$ cat src/rtl/acc_mq_seq_alu_if.sv
// Register-bus and handshake bundle for acc_mq_seq_alu.
// The master drives commands and load data; the slave returns outBUS, status and flags.
interface acc_mq_seq_alu_if #(
    parameter int WIDTH = 8
);
    logic             start;
    logic [2:0]       INS;
    logic             LDAcc;
    logic             LDMQ;
    logic             LDDR;
    logic             STAcc;
    logic             STMQ;
    logic             STDR;
    logic [WIDTH-1:0] inBUS;
    logic [WIDTH-1:0] outBUS;
    logic             RDY;
    logic             done;
    logic             C;
    logic             Z;

    modport master (
        output start, INS, LDAcc, LDMQ, LDDR, STAcc, STMQ, STDR, inBUS,
        input  outBUS, RDY, done, C, Z
    );

    modport slave (
        input  start, INS, LDAcc, LDMQ, LDDR, STAcc, STMQ, STDR, inBUS,
        output outBUS, RDY, done, C, Z
    );
endinterface

$ cat src/rtl/acc_mq_seq_alu.sv
// Acc/MQ/DR datapath: single-cycle ALU ops plus a WIDTH-step shift-and-add multiply.
// Build option MULT_ACC_EN keeps Acc at MUL start, which turns the multiply into a multiply-accumulate.
module acc_mq_seq_alu #(
    parameter int WIDTH = 8,
    parameter int CNTW  = $clog2(WIDTH + 1)
) (
    input  logic              clock,
    input  logic              rst_n,
    acc_mq_seq_alu_if.slave   bus
);

    typedef enum logic [0:0] {
        ST_IDLE = 1'b0,
        ST_MUL  = 1'b1
    } state_t;

    localparam logic [2:0] OP_ADD = 3'b000;
    localparam logic [2:0] OP_SUB = 3'b001;
    localparam logic [2:0] OP_AND = 3'b010;
    localparam logic [2:0] OP_OR  = 3'b011;
    localparam logic [2:0] OP_XOR = 3'b100;
    localparam logic [2:0] OP_NOT = 3'b101;
    localparam logic [2:0] OP_MUL = 3'b110;
    localparam logic [2:0] OP_NOP = 3'b111;

    localparam logic [CNTW-1:0] CNT_FULL = CNTW'(WIDTH);
    localparam logic [CNTW-1:0] CNT_ONE  = CNTW'(1);

    state_t            state_q, state_d;
    logic [WIDTH-1:0]  acc_q, acc_d;
    logic [WIDTH-1:0]  mq_q, mq_d;
    logic [WIDTH-1:0]  dr_q, dr_d;
    logic [CNTW-1:0]   cnt_q, cnt_d;
    logic              c_q, c_d;
    logic              z_q, z_d;
    logic              done_q, done_d;

    logic [WIDTH:0]    add_s;
    logic [WIDTH:0]    sub_s;
    logic [WIDTH:0]    mul_sum_s;
    logic [WIDTH-1:0]  alu_res_s;
    logic              alu_c_s;

    // ALU result and carry for the opcode currently on INS
    always_comb begin
        add_s     = {1'b0, acc_q} + {1'b0, dr_q};
        sub_s     = {1'b0, acc_q} - {1'b0, dr_q};
        mul_sum_s = {1'b0, acc_q} + {1'b0, (mq_q[0] ? dr_q : {WIDTH{1'b0}})};
        alu_res_s = acc_q;
        alu_c_s   = c_q;
        case (bus.INS)
            OP_ADD: begin
                alu_res_s = add_s[WIDTH-1:0];
                alu_c_s   = add_s[WIDTH];
            end
            OP_SUB: begin
                // the extra bit of the difference is a borrow, so C is its inverse
                alu_res_s = sub_s[WIDTH-1:0];
                alu_c_s   = ~sub_s[WIDTH];
            end
            OP_AND:  alu_res_s = acc_q & dr_q;
            OP_OR:   alu_res_s = acc_q | dr_q;
            OP_XOR:  alu_res_s = acc_q ^ dr_q;
            OP_NOT:  alu_res_s = ~acc_q;
            default: alu_res_s = acc_q;
        endcase
    end

    // Sequencer next state, register updates and completion pulse
    always_comb begin
        state_d = state_q;
        acc_d   = acc_q;
        mq_d    = mq_q;
        dr_d    = dr_q;
        cnt_d   = cnt_q;
        c_d     = c_q;
        z_d     = z_q;
        done_d  = 1'b0;
        case (state_q)
            ST_IDLE: begin
                if (bus.start) begin
                    if (bus.INS == OP_MUL) begin
                        state_d = ST_MUL;
                        cnt_d   = CNT_FULL;
`ifdef MULT_ACC_EN
                        acc_d   = acc_q;
`else
                        acc_d   = {WIDTH{1'b0}};
`endif
                    end else if (bus.INS != OP_NOP) begin
                        done_d = 1'b1;
                        acc_d  = alu_res_s;
                        c_d    = alu_c_s;
                        z_d    = (alu_res_s == {WIDTH{1'b0}});
                    end else begin
                        done_d = 1'b1;
                    end
                end else begin
                    if (bus.LDAcc) begin
                        acc_d = bus.inBUS;
                    end else begin
                        acc_d = acc_q;
                    end
                    if (bus.LDMQ) begin
                        mq_d = bus.inBUS;
                    end else begin
                        mq_d = mq_q;
                    end
                    if (bus.LDDR) begin
                        dr_d = bus.inBUS;
                    end else begin
                        dr_d = dr_q;
                    end
                end
            end
            ST_MUL: begin
                // {cy,sum,MQ} shifted right by one
                acc_d = mul_sum_s[WIDTH:1];
                mq_d  = {mul_sum_s[0], mq_q[WIDTH-1:1]};
                cnt_d = cnt_q - CNT_ONE;
                if (cnt_q == CNT_ONE) begin
                    state_d = ST_IDLE;
                    done_d  = 1'b1;
                    c_d     = 1'b0;
                    z_d     = ({acc_d, mq_d} == {(2 * WIDTH){1'b0}});
                end else begin
                    state_d = ST_MUL;
                end
            end
            default: begin
                state_d = ST_IDLE;
                cnt_d   = {CNTW{1'b0}};
            end
        endcase
    end

    // State and datapath registers
    always_ff @(posedge clock or negedge rst_n) begin
        if (!rst_n) begin
            state_q <= ST_IDLE;
            acc_q   <= {WIDTH{1'b0}};
            mq_q    <= {WIDTH{1'b0}};
            dr_q    <= {WIDTH{1'b0}};
            cnt_q   <= {CNTW{1'b0}};
            c_q     <= 1'b0;
            z_q     <= 1'b1;
            done_q  <= 1'b0;
        end else begin
            state_q <= state_d;
            acc_q   <= acc_d;
            mq_q    <= mq_d;
            dr_q    <= dr_d;
            cnt_q   <= cnt_d;
            c_q     <= c_d;
            z_q     <= z_d;
            done_q  <= done_d;
        end
    end

    assign bus.RDY    = (state_q == ST_IDLE);
    assign bus.done   = done_q;
    assign bus.C      = c_q;
    assign bus.Z      = z_q;
    assign bus.outBUS = (acc_q & {WIDTH{bus.STAcc}})
                      | (mq_q  & {WIDTH{bus.STMQ}})
                      | (dr_q  & {WIDTH{bus.STDR}});

endmodule

$ cat src/flat_wrapper.sv
// flat-port wrapper written by rule: the top's interface ports become plain ports
module acc_mq_seq_alu_flat 
#(
    parameter int WIDTH = 8,
    parameter int CNTW  = $clog2(WIDTH + 1)
)
  (clock, rst_n, bus_start, bus_INS, bus_LDAcc, bus_LDMQ, bus_LDDR, bus_STAcc, bus_STMQ, bus_STDR, bus_inBUS, bus_outBUS, bus_RDY, bus_done, bus_C, bus_Z);
  acc_mq_seq_alu_if #(.WIDTH(WIDTH)) bus_i ();
  input  logic clock;
  input  logic rst_n;
  input wire logic [$bits(bus_i.start)-1:0] bus_start;
  input wire logic [$bits(bus_i.INS)-1:0] bus_INS;
  input wire logic [$bits(bus_i.LDAcc)-1:0] bus_LDAcc;
  input wire logic [$bits(bus_i.LDMQ)-1:0] bus_LDMQ;
  input wire logic [$bits(bus_i.LDDR)-1:0] bus_LDDR;
  input wire logic [$bits(bus_i.STAcc)-1:0] bus_STAcc;
  input wire logic [$bits(bus_i.STMQ)-1:0] bus_STMQ;
  input wire logic [$bits(bus_i.STDR)-1:0] bus_STDR;
  input wire logic [$bits(bus_i.inBUS)-1:0] bus_inBUS;
  output wire logic [$bits(bus_i.outBUS)-1:0] bus_outBUS;
  output wire logic [$bits(bus_i.RDY)-1:0] bus_RDY;
  output wire logic [$bits(bus_i.done)-1:0] bus_done;
  output wire logic [$bits(bus_i.C)-1:0] bus_C;
  output wire logic [$bits(bus_i.Z)-1:0] bus_Z;
  assign bus_i.start = bus_start;
  assign bus_i.INS = bus_INS;
  assign bus_i.LDAcc = bus_LDAcc;
  assign bus_i.LDMQ = bus_LDMQ;
  assign bus_i.LDDR = bus_LDDR;
  assign bus_i.STAcc = bus_STAcc;
  assign bus_i.STMQ = bus_STMQ;
  assign bus_i.STDR = bus_STDR;
  assign bus_i.inBUS = bus_inBUS;
  assign bus_outBUS = bus_i.outBUS;
  assign bus_RDY = bus_i.RDY;
  assign bus_done = bus_i.done;
  assign bus_C = bus_i.C;
  assign bus_Z = bus_i.Z;
  acc_mq_seq_alu #(.WIDTH(WIDTH), .CNTW(CNTW)) u_core (.clock(clock), .rst_n(rst_n), .bus(bus_i));
endmodule
$ cat config.mk
export PLATFORM = sky130hd
export DESIGN_NAME = acc_mq_seq_alu_flat
export DESIGN_NICKNAME = d
export VERILOG_FILES = /design/src/rtl/acc_mq_seq_alu_if.sv /design/src/rtl/acc_mq_seq_alu.sv /design/src/flat_wrapper.sv
export SDC_FILE = /design/constraint.sdc
export NUM_CORES = 1
export LEC_CHECK = 0
export ABC_AREA = 1
export ABC_CLOCK_PERIOD_IN_PS = 4600
export CORE_UTILIZATION = 25
export DETAILED_ROUTE_END_ITERATION = 10
export GPL_ROUTABILITY_DRIVEN = 0
export PLACE_DENSITY = 0.45
export REMOVE_ABC_BUFFERS = 1
export SYNTH_ARGS = -nofsm -noshare
export SYNTH_HDL_FRONTEND = slang
export SYNTH_SLANG_ARGS = --single-unit
$ cat constraint.sdc
create_clock -name clock -period 4.6 [get_ports clock]
set_clock_uncertainty 0.1 [all_clocks]
set_input_delay 0.69 -clock clock [delete_from_list [all_inputs] [get_ports clock]]
set_output_delay 0.69 -clock clock [all_outputs]
set_load 0.01 [all_outputs]
* Word-level counts from Yosys, hierarchy flattened
Cells that the tools add are included.
** Storage, ports and cells
- Bits in registers :: 32
- Logic and storage cells :: 83
** Operators by class
- Add/sub/neg operators :: 4
- Equal/unequal tests :: 18
- Mux-type cells :: 32
- Bitwise operators :: 12
- Reduce and logical (&&, ||, !) cells :: 9
** Operators with widths (count)
- 8-bit two-way mux :: 7
- 8-bit one-hot mux with 6 select lines :: 1
- 8-bit bitwise AND :: 4
- 8-bit one-hot mux with 2 select lines :: 2
- 8-bit OR :: 3
- 8-bit by 8-bit adder with 9-bit output :: 2
- 16-bit zero test :: 1
- 1-bit two-way mux :: 14
- 2-bit != test, second input constant :: 5
- 1-bit one-hot mux with 2 select lines :: 5
- 3-bit equality test, second input constant :: 3
- 8-bit by 8-bit subtractor with 9-bit output :: 1
- 8-bit zero test :: 1
- 4-bit two-way mux :: 2
- 8-bit NOT :: 1
- 4-bit one-hot mux with 2 select lines :: 1
- 8-bit bitwise XOR :: 1
- 3-bit by 2-bit equality test with 1-bit output, second input constant :: 2
- 3-bit != test, second input constant :: 2
- 2-bit AND reduction :: 3
- 5-bit AND reduction :: 1
- 4-bit by 1-bit equality test with 1-bit output, second input constant :: 1
- 2-bit by 1-bit != test with 1-bit output, second input constant :: 2
- 4-bit by 2-bit != test with 1-bit output, second input constant :: 1
- 7 further kinds :: 9

* Depth between registers and ports, before layout
Gate-level depths: netlist of the first run.
- Word-level depth :: 7
- Gate-level depth with buffers :: 15

* Least setup slack after synthesis of the first run
Ideal clock, no wire load.
- Kind :: register to register
- Start point :: register u_core.mq_q[0]
- End point :: register u_core.z_q, in the netlist u_core.bus.Z
- Arrival :: 2.082 ns
- Path slack :: 2.350 ns
- Stages on the path, launching flop included :: 14
- Path buffers :: 1
- Cell sequence :: dfrtp_1 > clkbuf_1 > nand2_1 > inv_1 > ha_1 > fa_1 > xor2_1 > nor3_1 > nand3_1 > nor2_1 > nand4_1 > nand2_1 > inv_1 > a21oi_2
** Between the ends
- Cells in the longest elaborated chain, start to end :: 5
** Ends and longest elaborated chain
- from (decl) :: RTL line acc_mq_seq_alu.sv:31 : logic [WIDTH-1:0] mq_q, mq_d;
- from (signal assigned) :: RTL line acc_mq_seq_alu.sv:142 : mq_q <= {WIDTH{1'b0}};
- from (signal assigned) :: RTL line acc_mq_seq_alu.sv:151 : mq_q <= mq_d;
- 8-bit two-way mux :: RTL line acc_mq_seq_alu.sv:48 : mul_sum_s = {1'b0, acc_q} + {1'b0, (mq_q[0] ? dr_q : {WIDTH{1'b0}})};
- 8-bit by 8-bit adder with 9-bit output :: RTL line acc_mq_seq_alu.sv:48
- 16-bit zero test :: RTL line acc_mq_seq_alu.sv:125 : z_d = ({acc_d, mq_d} == {(2 * WIDTH){1'b0}});
- 1-bit two-way mux :: RTL line acc_mq_seq_alu.sv:121 : if (cnt_q == CNT_ONE) begin
- 1-bit one-hot mux with 2 select lines :: RTL line acc_mq_seq_alu.sv:79 : case (state_q)
- to (signal assigned) :: RTL line acc_mq_seq_alu.sv:155 : z_q <= z_d;
- to (decl) :: RTL line acc_mq_seq_alu.sv:35 : logic z_q, z_d;
No other way between the ends. The select of a mux whose other input is x is not followed.
A chain may end at the register's enable or synchronous reset.

* Final worst setup path of the first run
- Start point :: register u_core.state_q
- End point :: output bus_RDY
** Between the ends
- Cells in the longest elaborated chain, start to end :: 1
** Ends and longest elaborated chain
- from (decl) :: RTL line acc_mq_seq_alu.sv:29 : state_t state_q, state_d;
- from (signal assigned) :: RTL line acc_mq_seq_alu.sv:149 : state_q <= state_d;
- 1-bit NOT (no line)
- to (decl) :: RTL line flat_wrapper.sv:21 : output wire logic [$bits(bus_i.RDY)-1:0] bus_RDY;
No other way between the ends.

==> run summary, run 1 <==
### Clock tree
* **setup bufs post-CTS** 0
* **maximum root-to-sink buffer count** 2
* **number of sinks driven by the clock tree** 32
* **Num CTS Buffers** 5
* **clock latency at the later pin of the worst-skew pair** 0.28 ns
* **Root Buffer** sky130_fd_sc_hd__clkbuf_16
* **hold buffer count at CTS** 0
* **TritonCTS clock tree** yes
* **Post-CTS Resized** 0
* **clock slew at the register clock pins of the worst setup and hold paths** 0.05 ns
* **H-tree levels** 2

### Final layout
* **sequential cell area** 802.0 µm²
* **fraction of final layout cells with drive strength greater than 1** 5.946%
* **Final Non-Filler Cells** 731
* **fill count** 1512
* **n_diodes** 0
* **Net count, final** 611
* **area growth from synthesis to final layout** 17.50%
* **area occupied by multi-input gates** 2221 µm²

### Global routing
* **number of antenna violations at the first check in global routing** 0
* **busiest metal layer after global routing** met2
* **fraction of met1 tracks used by global routing** 23.79%
* **total congestion overflow after global routing** 0
* **via count of the first global-routing pass** 3511
* **global routing met3 resource utilization** 1.724%
* **met2 capacity usage during global routing** 27.25%
* **wire length of the first global-routing pass** 18650 µm
* **Tot GR Track Use** 16.86%
* **largest net degree at the start of global routing** 33

### Route
* **DRC violations left** 0
* **via count of the routed design** 3500
* **via density per instance** 4.788
* **length of the first detailed-routing pass in iterations** 5
* **Antenna Nets Post-Route** 0
* **average wire per cell in the routed design** 15.20 µm
* **drt first-iter violations** 235
* **Detailed Route WL** 11110 µm

### Worst setup path
* **setup slack of the worst register-to-register path** 1.98 ns
* **Critical Path Start Type** flip-flop
* **class of the most critical setup path** flip-flop to output pin
* **kind of capture point of the worst setup path** output pin
* **Critical Path Fanout Max** 21
* **Worst Path Required** 3.81 ns
* **data arrival at the endpoint of the critical path** 2.13 ns

### STA
* **min cycle time layout** 2.917 ns
* **setup TNS** 0 ns
* **count of final max-slew check failures** 0
* **period utilisation layout** 63.41%
* **highest achievable clock rate** 342.8 MHz
* **final setup violation count** 0
* **Max-Slew Margin vs Limit** 47.47%
* **count of endpoints failing hold in the final timing report** 0
* **slew of the pin with the lowest slew margin** 0.7870 ns
* **setup repair after global routing missed its margin** false

### Placed design
* **number of placed instances with taps included** 723
* **half-perimeter wire length after placement** 8921 µm
* **count of buffers from port buffering** 31

### Synthesis
* **proportion of register bits with asynchronous set or reset after synthesis** 100.0%
* **average cell area after synthesis** 6.476 µm²
* **synthesized area** 3432 µm²
* **number of synthesized flops with an enable pin** 0
* **cell count after synthesis** 530
* **Yosys reg bits** 32
* **sequential share of the synthesized area** 23.37%
* **leading register cell type out of synthesis** sky130_fd_sc_hd__dfrtp_1
* **YS warnings** 0
* **number of distinct library cells after synthesis** 44

### Status
* **run status** complete, no violations

### Floorplanning
* **die span in x** 119.2 µm
* **starting density of the core** 25.81%
* **row count** 42
* **Core Region** 13300 µm²
* **boundary pin count** 32
* **area enclosed by the die boundary** 14200 µm²
* **floorplan die height** 119.2 µm

### Power and ir drop
* **power per cell area** 766.0 nW/µm²
* **worst IR drop on VDD** 237.4 µV
* **standby leakage power** 2.048 nW

### Flow run
* **max-capacitance violation count** 0

### Min path
* **Hold WC Path Type** flip-flop to flip-flop

critical path, stage by stage (launching register included):
cell	delay, ns
sky130_fd_sc_hd__dfrtp_1	0.35
sky130_fd_sc_hd__buf_4	0.21
sky130_fd_sc_hd__inv_1	0.60
sky130_fd_sc_hd__clkdlybuf4s50_1	0.68
area by class of cell:
| type | count | area share (%) |
|---|---|---|
| clock inverters | 1 | 0.1241 |
| flip-flops and latches | 32 | 19.89 |
| clock buffers | 7 | 3.289 |
| multi-input cells | 397 | 55.07 |
| well taps | 176 | 5.461 |
| inverters | 83 | 7.726 |
| repair buffers | 35 | 8.439 |
state kept, by name, indices dropped and copies added (netlist names):
name	cells
u_core.dr_q	8
u_core.state_q	1
u_core.cnt_q	4
u_core.acc_q	8
u_core.mq_q	8
u_core.bus.Z	1
u_core.bus.C	1
u_core.bus.done	1
path summary, 6_finish.rpt:
| check | start | end | cells past startpoint |
|---|---|---|---|
| max | u_core.state_q | bus_RDY | 3 |
| min | u_core.bus.C | u_core.bus.C | 2 |
| max reg2reg | u_core.mq_q[0] | u_core.bus.Z | 13 |
| min reg2reg | u_core.bus.C | u_core.bus.C | 2 |
| max in group asynchronous | rst_n | u_core.bus.Z | 2 |
| min in group asynchronous | rst_n | u_core.mq_q[6] | 2 |
placed cells by master, fill, tap and decap left out, types with 2 or more instances in the layout:
cell type and n:
sky130_fd_sc_hd__nand2_1 138, sky130_fd_sc_hd__inv_1 74, sky130_fd_sc_hd__nand3_1 58, sky130_fd_sc_hd__nor2_1 41
sky130_fd_sc_hd__ha_1 34, sky130_fd_sc_hd__clkdlybuf4s50_1 31, sky130_fd_sc_hd__dfrtp_1 31, sky130_fd_sc_hd__a21oi_1 22
sky130_fd_sc_hd__o21ai_0 18, sky130_fd_sc_hd__nand4_1 17, sky130_fd_sc_hd__o21ai_1 10, sky130_fd_sc_hd__inv_2 9
sky130_fd_sc_hd__o22ai_1 8, sky130_fd_sc_hd__o211ai_1 6, sky130_fd_sc_hd__clkbuf_16 5, sky130_fd_sc_hd__a22oi_1 4
sky130_fd_sc_hd__buf_4 4, sky130_fd_sc_hd__nand3_2 3, sky130_fd_sc_hd__nor3_1 3, sky130_fd_sc_hd__xnor2_1 3
sky130_fd_sc_hd__a31oi_1 3, sky130_fd_sc_hd__fa_1 3, sky130_fd_sc_hd__xor2_1 2, sky130_fd_sc_hd__nand2_2 2
sky130_fd_sc_hd__nor2_2 2, sky130_fd_sc_hd__a221oi_1 2, sky130_fd_sc_hd__or2_2 2, sky130_fd_sc_hd__a21oi_2 2
sky130_fd_sc_hd__nand3b_1 2, sky130_fd_sc_hd__clkbuf_1 2
synth_stat cells (3+ instances only):
cell / instances / area, µm²
sky130_fd_sc_hd__nand3_2: 3 / 30.03
sky130_fd_sc_hd__o21ai_0: 18 / 90.09
sky130_fd_sc_hd__nor3_1: 3 / 15.01
sky130_fd_sc_hd__o22ai_1: 8 / 50.05
sky130_fd_sc_hd__a31oi_1: 3 / 18.77
sky130_fd_sc_hd__nand4_1: 17 / 106.4
sky130_fd_sc_hd__inv_1: 74 / 277.8
sky130_fd_sc_hd__a22oi_1: 4 / 30.03
sky130_fd_sc_hd__o211ai_1: 6 / 45.04
sky130_fd_sc_hd__buf_2: 9 / 45.04
sky130_fd_sc_hd__ha_1: 34 / 425.4
sky130_fd_sc_hd__nor2_1: 41 / 153.9
sky130_fd_sc_hd__nand3_1: 58 / 290.3
sky130_fd_sc_hd__clkbuf_1: 3 / 11.26
sky130_fd_sc_hd__a21oi_1: 22 / 110.1
sky130_fd_sc_hd__buf_4: 3 / 22.52
sky130_fd_sc_hd__fa_1: 3 / 60.06
sky130_fd_sc_hd__xnor2_1: 3 / 26.28
sky130_fd_sc_hd__o21ai_1: 10 / 50.05
sky130_fd_sc_hd__dfrtp_1: 31 / 775.7
sky130_fd_sc_hd__inv_2: 9 / 33.78
sky130_fd_sc_hd__nand2_1: 138 / 518.0
per-stage QoR:
step	setup WS (ns)	instance area [µm²]	power (W)	utilization (%)	hold slack (ns)
after floorplan	2.302	3334	0.002090	-	0.2944
after global placement	1.711	3895	0.002786	29.30	0.4275
after detailed placement	1.708	3895	0.002771	29.30	0.4299
after CTS	1.648	4033	0.003108	30.33	0.4448
after global routing	1.587	4033	0.003456	30.33	0.4498
final	1.683	4033	0.003089	30.33	0.4203
metal layers:
metal	wire, µm	up-vias
li1	-	1787
met1	5558	1607
met2	4927	93
met3	450	13
met4	174	0
met5	0	-
cell families after synthesis:
family	Yosys count	share of synthesized area [%]
buffers and inverters	101	11.92
and+or+nand+nor	272	34.71
adders and majority gates	37	14.15
xor gates and xnor gates	5	1.276
DFF	32	23.37
muxes	2	0.6562
AOI/OAI and AO/OA	81	13.93
where the power goes:
group	switching (W)	internal [W]	total [W]	leakage (nW)
registers	0.000218	0.000435	0.000653	0.383
clock network	0.000118	0.000200	0.000318	0.0679
logic	0.00131	0.000806	0.00212	1.60
Note: power is estimated with default switching activity, not from simulation.
==> run 2, diff against run 1 <==
--- a/config.mk
+++ b/config.mk
@@ -6,7 +6,7 @@
 export NUM_CORES = 1
 export LEC_CHECK = 0
 export ABC_AREA = 1
-export ABC_CLOCK_PERIOD_IN_PS = 4600
+export ABC_CLOCK_PERIOD_IN_PS = 2800
 export CORE_UTILIZATION = 25
 export DETAILED_ROUTE_END_ITERATION = 10
 export GPL_ROUTABILITY_DRIVEN = 0
==> constraint.sdc (replaced) <==
create_clock -name clock -period 2.8 [get_ports clock]
set_clock_uncertainty 0.1 [all_clocks]
set_input_delay 0.42 -clock clock [delete_from_list [all_inputs] [get_ports clock]]
set_output_delay 0.42 -clock clock [all_outputs]
set_load 0.01 [all_outputs]
==> run summary, run 2 (same netlist as run 1, synthesis figures left out) <==
### Route
* **length of the first detailed-routing pass in iterations** 5, unchanged
* **via count of the routed design** 3503, +0.086%
* **Antenna Nets Post-Route** 0, unchanged
* **DRC violations left** 0, unchanged
* **average wire per cell in the routed design** 15.27 µm, +0.48%
* **Detailed Route WL** 11270 µm, +1.4%
* **drt first-iter violations** 219, -6.8%
* **via density per instance** 4.747, -0.86%

### STA
* **min cycle time layout** 2.542 ns
* **Max-Slew Margin vs Limit** 59.32%, +12 points
* **final setup slack of the worst path** 0.2577 ns, -1.425 ns
* **count of endpoints failing hold in the final timing report** 0, unchanged
* **period utilisation layout** 90.80%
* **highest achievable clock rate** 393.4 MHz
* **count of final max-slew check failures** 0, unchanged
* **setup repair after global routing missed its margin** false
* **setup TNS** 0 ns, unchanged
* **slew of the pin with the lowest slew margin** 0.6061 ns, -0.1809 ns
* **final setup violation count** 0, unchanged

### Final layout
* **most used cells in the layout excluding fill and tap cells** sky130_fd_sc_hd__nand2_1, sky130_fd_sc_hd__inv_1, sky130_fd_sc_hd__nand3_1
* **fraction of final layout cells with drive strength greater than 1** 7.829%, +1.9 points
* **Largest regs** u_core.acc_q: 8 flops, u_core.dr_q: 8 flops, u_core.mq_q: 8 flops
* **n_diodes** 0, unchanged
* **most frequent standard cell in the layout excluding fill and tap cells** sky130_fd_sc_hd__nand2_1
* **Final Non-Filler Cells** 738, +0.96%
* **Net count, final** 618, +1.1%
* **area growth from synthesis to final layout** 19.54%

### Placed design
* **number of placed instances with taps included** 730, +0.97%
* **count of buffers from port buffering** 31, unchanged
* **half-perimeter wire length after placement** 9186 µm, +3.0%
* **pre-CTS setup slack** 0.1726 ns, -1.536 ns

### Worst setup path
* **data arrival at the endpoint of the critical path** 2.66 ns, +0.53 ns
* **kind of capture point of the worst setup path** flip-flop
* **Critical Path Fanout Max** 10, -52%
* **Critical Path Start Type** flip-flop
* **Worst Path Required** 2.92 ns, -0.89 ns
* **class of the most critical setup path** flip-flop to flip-flop

### Clock tree
* **clock latency at the later pin of the worst-skew pair** 0.28 ns, about the same
* **maximum root-to-sink buffer count** 2, unchanged
* **H-tree levels** 2, unchanged
* **Num CTS Buffers** 5, unchanged
* **TritonCTS clock tree** yes
* **clock slew at the register clock pins of the worst setup and hold paths** 0.05 ns, about the same
* **Root Buffer** sky130_fd_sc_hd__clkbuf_16
* **hold buffer count at CTS** 0, unchanged
* **number of sinks driven by the clock tree** 32, unchanged

### Global routing
* **total congestion overflow after global routing** 0, unchanged
* **Tot GR Track Use** 16.83%, -0.036 points
* **via count of the first global-routing pass** 3696, +5.3%
* **number of antenna violations at the first check in global routing** 0, unchanged
* **largest net degree at the start of global routing** 33, unchanged
* **wire length of the first global-routing pass** 18990 µm, +1.8%

### Floorplanning
* **die span in x** 119.2 µm, unchanged
* **boundary pin count** 32, unchanged
* **Core Region** 13300 µm², unchanged
* **area enclosed by the die boundary** 14200 µm², unchanged
* **floorplan die height** 119.2 µm, unchanged
* **row count** 42, unchanged
* **starting density of the core** 25.81%, unchanged

### Flow run
* **max-capacitance violation count** 0, unchanged

### Power and ir drop
* **design internal power** 0.002435 W, +69%
* **Clock power frac** 10.8%, +0.5 points
* **standby leakage power** 2.090 nW, +2.0%
* **part of the power in combinational logic** 69.0%, +0.4 points
* **net switching fraction of the power** 52.53%, -0.81 points
* **worst IR drop on VDD** 334.0 µV, +41%
* **sequential fraction of design power** 20.2%, -0.9 points
* **power per cell area** 1250 nW/µm², +63%
* **switching power summed over all nets** 0.002695 W, +64%

### Status
* **run status** complete, no violations

### Min path
* **Hold WC Path Type** flip-flop to flip-flop

[run 2: cell types whose count changed in the layout (fill, tap and decap cells not counted), sizes merged]
cell | previous run | this run
clkinv | 1 | 2
clkbuf | 7 | 6
buf | 4 | 11
[run 2: power groups by stage]
stage          Combinational [W]  Sequential [W]  Clock [W]
6_report                 0.00354         0.00104   0.000554
5_1_grt                  0.00408         0.00108   0.000589
4_1_cts                  0.00355         0.00103   0.000571
3_5_place_dp             0.00353         0.00104          0
3_3_place_gp             0.00355         0.00104          0
2_1_floorplan            0.00247        0.000968          0
[run 2: worst paths after layout]
kind                           startpoint             end  slack, ns  cells after the start
setup reg to reg           u_core.mq_q[0]    u_core.bus.Z       0.26                     13
hold / removal               u_core.bus.C    u_core.bus.C       0.41                      2
setup / recovery           u_core.mq_q[0]    u_core.bus.Z       0.26                     13
max in group asynchronous           rst_n    u_core.bus.Z       1.81                      2
hold reg to reg              u_core.bus.C    u_core.bus.C       0.41                      2
min in group asynchronous           rst_n  u_core.dr_q[7]       0.45                      2
[run 2: through the flow]
step | area [µm²] | total power (W) | utilization, % | hold slack [ns]
floorplan | 3334 | 0.003434 | - | 0.02441
global placement | 3948 | 0.004585 | 29.69 | 0.4034
detailed placement | 3948 | 0.004567 | 29.69 | 0.4056
CTS | 4096 | 0.005152 | 30.81 | 0.4182
global route | 4103 | 0.005751 | 30.86 | 0.4611
finish | 4103 | 0.005130 | 30.86 | 0.4091
[run 2: layer usage]
| metal | wire length, µm | vias up | share of wire [%] | global-route usage (%) |
|---|---|---|---|---|
| li1 | - | 1799 | - | - |
| met1 | 5616 | 1613 | 50 | 22.72 |
| met2 | 5059 | 76 | 45 | 28.16 |
| met3 | 417 | 15 | 3.7 | 2.011 |
| met4 | 177 | 0 | 1.6 | 4.509 |
| met5 | 0 | - | 0 | 0 |
[run 2: final cells by class]
cell class,instances,area (µm²)
Fill cell,1488,9193
Multi-Input combinational cell,397,2226
Sequential cell,32,803.3
Timing Repair Buffer,42,392.9
Inverter,83,311.5
Tap cell,176,220.2
Clock buffer,6,138.9
Clock inverter,2,10.01
[run 2: timing repair]
item	in CTS	in global routing
endpoints found under the hold margin	0	0
setup endpoints to repair	0	1
gates resized for setup	0	2
setup buffers	0	0
[run 2: worst max-delay path: stages (launching register included)]
cell and delay (ns):
sky130_fd_sc_hd__dfrtp_2 0.49, sky130_fd_sc_hd__nand2_1 0.09, sky130_fd_sc_hd__inv_1 0.04, sky130_fd_sc_hd__ha_1 0.24, sky130_fd_sc_hd__fa_1 0.49, sky130_fd_sc_hd__nor2_1 0.15
sky130_fd_sc_hd__nand3_1 0.11, sky130_fd_sc_hd__nor3_2 0.19, sky130_fd_sc_hd__nand3_1 0.10, sky130_fd_sc_hd__nor2_1 0.12, sky130_fd_sc_hd__nand4_1 0.11, sky130_fd_sc_hd__nand2_1 0.08
sky130_fd_sc_hd__inv_1 0.04, sky130_fd_sc_hd__a21oi_2 0.12
==> run 3, diff against run 2 <==
--- a/config.mk
+++ b/config.mk
@@ -7,10 +7,10 @@
 export LEC_CHECK = 0
 export ABC_AREA = 1
 export ABC_CLOCK_PERIOD_IN_PS = 2800
-export CORE_UTILIZATION = 25
+export CORE_UTILIZATION = 40
 export DETAILED_ROUTE_END_ITERATION = 10
 export GPL_ROUTABILITY_DRIVEN = 0
-export PLACE_DENSITY = 0.45
+export PLACE_DENSITY = 0.63
 export REMOVE_ABC_BUFFERS = 1
 export SYNTH_ARGS = -nofsm -noshare
 export SYNTH_HDL_FRONTEND = slang
==> run summary, run 3 (same netlist as run 1, synthesis figures left out) <==
### Route
* **via density per instance** 5.392, +14%
* **average wire per cell in the routed design** 15.31 µm, +0.26%
* **drt first-iter violations** 200, -8.7%
* **DRC violations left** 0, unchanged
* **via count of the routed design** 3580, +2.2%
* **length of the first detailed-routing pass in iterations** 4, -1
* **Detailed Route WL** 10170 µm, -9.8%
* **Antenna Nets Post-Route** 0, unchanged

### Final layout
* **Net count, final** 615, -0.49%
* **fill count** 836, -44%
* **most used cells in the layout excluding fill and tap cells** sky130_fd_sc_hd__nand2_1, sky130_fd_sc_hd__inv_1, sky130_fd_sc_hd__nand3_1
* **most frequent standard cell in the layout excluding fill and tap cells** sky130_fd_sc_hd__nand2_1
* **Largest regs** u_core.acc_q: 8 flops, u_core.dr_q: 8 flops, u_core.mq_q: 8 flops
* **fraction of final layout cells with drive strength greater than 1** 7.156%, -0.67 points
* **n_diodes** 0, unchanged
* **final cell area excluding filler cells** 3964 µm², -3.4%
* **area growth from synthesis to final layout** 15.49%
* **sequential cell area** 803.3 µm², unchanged
* **area occupied by multi-input gates** 2221 µm², -0.22%
* **Final Non-Filler Cells** 664, -10%

### Floorplanning
* **floorplan die height** 94.63 µm, -21%
* **die span in x** 94.63 µm, -21%
* **boundary pin count** 32, unchanged
* **Core Region** 8258 µm², -38%
* **starting density of the core** 41.56%, +16 points
* **row count** 33, -21%
* **area enclosed by the die boundary** 8955 µm², -37%

### STA
* **highest achievable clock rate** 397.8 MHz, +1.1%
* **Max-Slew Margin vs Limit** 56.84%, -2.5 points
* **final setup violation count** 0, unchanged
* **setup TNS** 0 ns, unchanged
* **slew of the pin with the lowest slew margin** 0.6431 ns, +0.03705 ns
* **min cycle time layout** 2.514 ns, -0.02849 ns
* **final setup slack of the worst path** 0.2862 ns, +0.02849 ns
* **WHS** 0.4187 ns, +0.009659 ns
* **period utilisation layout** 89.78%, -1.0 points
* **setup repair after global routing missed its margin** false
* **count of final max-slew check failures** 0, unchanged
* **count of endpoints failing hold in the final timing report** 0, unchanged

### Placed design
* **half-perimeter wire length after placement** 8114 µm, -12%
* **pre-CTS setup slack** 0.2973 ns, +0.1247 ns
* **number of placed instances with taps included** 656, -10%
* **Area after DPL** 3836 µm², -2.8%
* **count of buffers from port buffering** 31, unchanged

### Flow run
* **max-capacitance violation count** 0, unchanged

### Global routing
* **number of antenna violations at the first check in global routing** 0, unchanged
* **wire length of the first global-routing pass** 16990 µm, -11%
* **via count of the first global-routing pass** 3428, -7.3%
* **Tot GR Track Use** 24.33%, +7.5 points
* **total congestion overflow after global routing** 0, unchanged
* **largest net degree at the start of global routing** 33, unchanged

### Clock tree
* **clock latency at the later pin of the worst-skew pair** 0.28 ns, about the same
* **maximum root-to-sink buffer count** 2, unchanged
* **clock slew at the register clock pins of the worst setup and hold paths** 0.07 ns, +0.02 ns
* **TritonCTS clock tree** yes
* **setup bufs post-CTS** 0, unchanged
* **Root Buffer** sky130_fd_sc_hd__clkbuf_8
* **H-tree levels** 2, unchanged
* **number of sinks driven by the clock tree** 32, unchanged
* **Num CTS Buffers** 5, unchanged

### Worst setup path
* **Worst Path Required** 2.92 ns, about the same
* **kind of capture point of the worst setup path** flip-flop
* **Largest delay share family, worst path** simple AND/OR/NAND/NOR gates
* **class of the most critical setup path** flip-flop to flip-flop
* **slowest cell on the critical path** sky130_fd_sc_hd__fa_1
* **Critical Path Start Type** flip-flop
* **CP max stage delay** 0.49 ns, about the same
* **chain of cells forming the critical path** nand2_1 > inv_1 > ha_1 > fa_1 > nor2_1 > nand3_1 > nor3_1 > nand3_1 > nor2_1 > nand4_1 > nand2_1 > inv_1 > a21oi_2
* **Critical Path Fanout Max** 6, -4
* **data arrival at the endpoint of the critical path** 2.64 ns, -0.02 ns
* **number of buffers and inverters on the critical path** 2, unchanged

### Power and ir drop
* **power per cell area** 1264 nW/µm², +1.1%
* **worst IR drop on VDD** 569.3 µV, +70%
* **standby leakage power** 2.064 nW, -1.2%

### Status
* **run status** complete, no violations

### Min path
* **Hold WC Path Type** flip-flop to flip-flop

[run 3: cell types whose count changed in the layout (fill, tap and decap cells not counted), sizes merged]
cell,change
buf,-3
bufinv,+1
clkbuf,+1
clkinv,-2
[run 3: metal layers]
| metal | up-vias | track usage, % | routed length [µm] |
|---|---|---|---|
| met3 | 13 | 2.576 | 464 |
| met5 | - | 0 | 0 |
| met1 | 1660 | 32.26 | 4741 |
| met4 | 0 | 7.576 | 193 |
| li1 | 1794 | - | - |
| met2 | 113 | 41.31 | 4767 |
[run 3: per-stage QoR]
step | utilization (%) | power [W]
2_1_floorplan | - | 0.003434
5_1_grt | 48.00 | 0.005545
4_1_cts | 47.98 | 0.004977
3_5_place_dp | 46.45 | 0.004460
6_report | 48.00 | 0.005012
3_3_place_gp | 46.45 | 0.004423
[run 3: repair_timing]
item,4_1_cts,5_1_grt
resized for setup,0,1
setup endpoints to repair,0,1
hold buffers,0,0
[run 3: final timing paths]
| path | startpoint | to | slack, ns | depth (start not counted) |
|---|---|---|---|---|
| worst min register to register | u_core.bus.C | u_core.bus.C | 0.42 | 2 |
| max in group asynchronous | rst_n | u_core.mq_q[0] | 1.83 | 2 |
| min in group asynchronous | rst_n | u_core.cnt_q[0] | 0.43 | 2 |
| worst max-delay path | u_core.dr_q[0] | u_core.bus.Z | 0.29 | 13 |
| worst max register to register | u_core.dr_q[0] | u_core.bus.Z | 0.29 | 13 |
| worst min-delay path | u_core.bus.C | u_core.bus.C | 0.42 | 2 |
[run 3: report_power, final]
group          switching [W]  leakage (nW)  internal (W)  total (W)
registers           0.000330         0.382      0.000716    0.00105
logic                0.00213          1.62       0.00135    0.00348
clock network       0.000175        0.0645      0.000314   0.000489
total                0.00264          2.06       0.00238    0.00501
[run 3: cell type report]
type	count	area share, %
clock inverter	1	0.7576
sequential	32	20.27
tap	105	3.314
clock buffer	7	2.431
inverter	83	7.860
timing repair buffer	39	9.343
multi-input combinational	397	56.03
[run 3: worst min-delay path, cell delays in order (launching register included)]
cell and delay (ns):
sky130_fd_sc_hd__dfrtp_1 0.34, sky130_fd_sc_hd__o21ai_0 0.08, sky130_fd_sc_hd__nand2_1 0.07
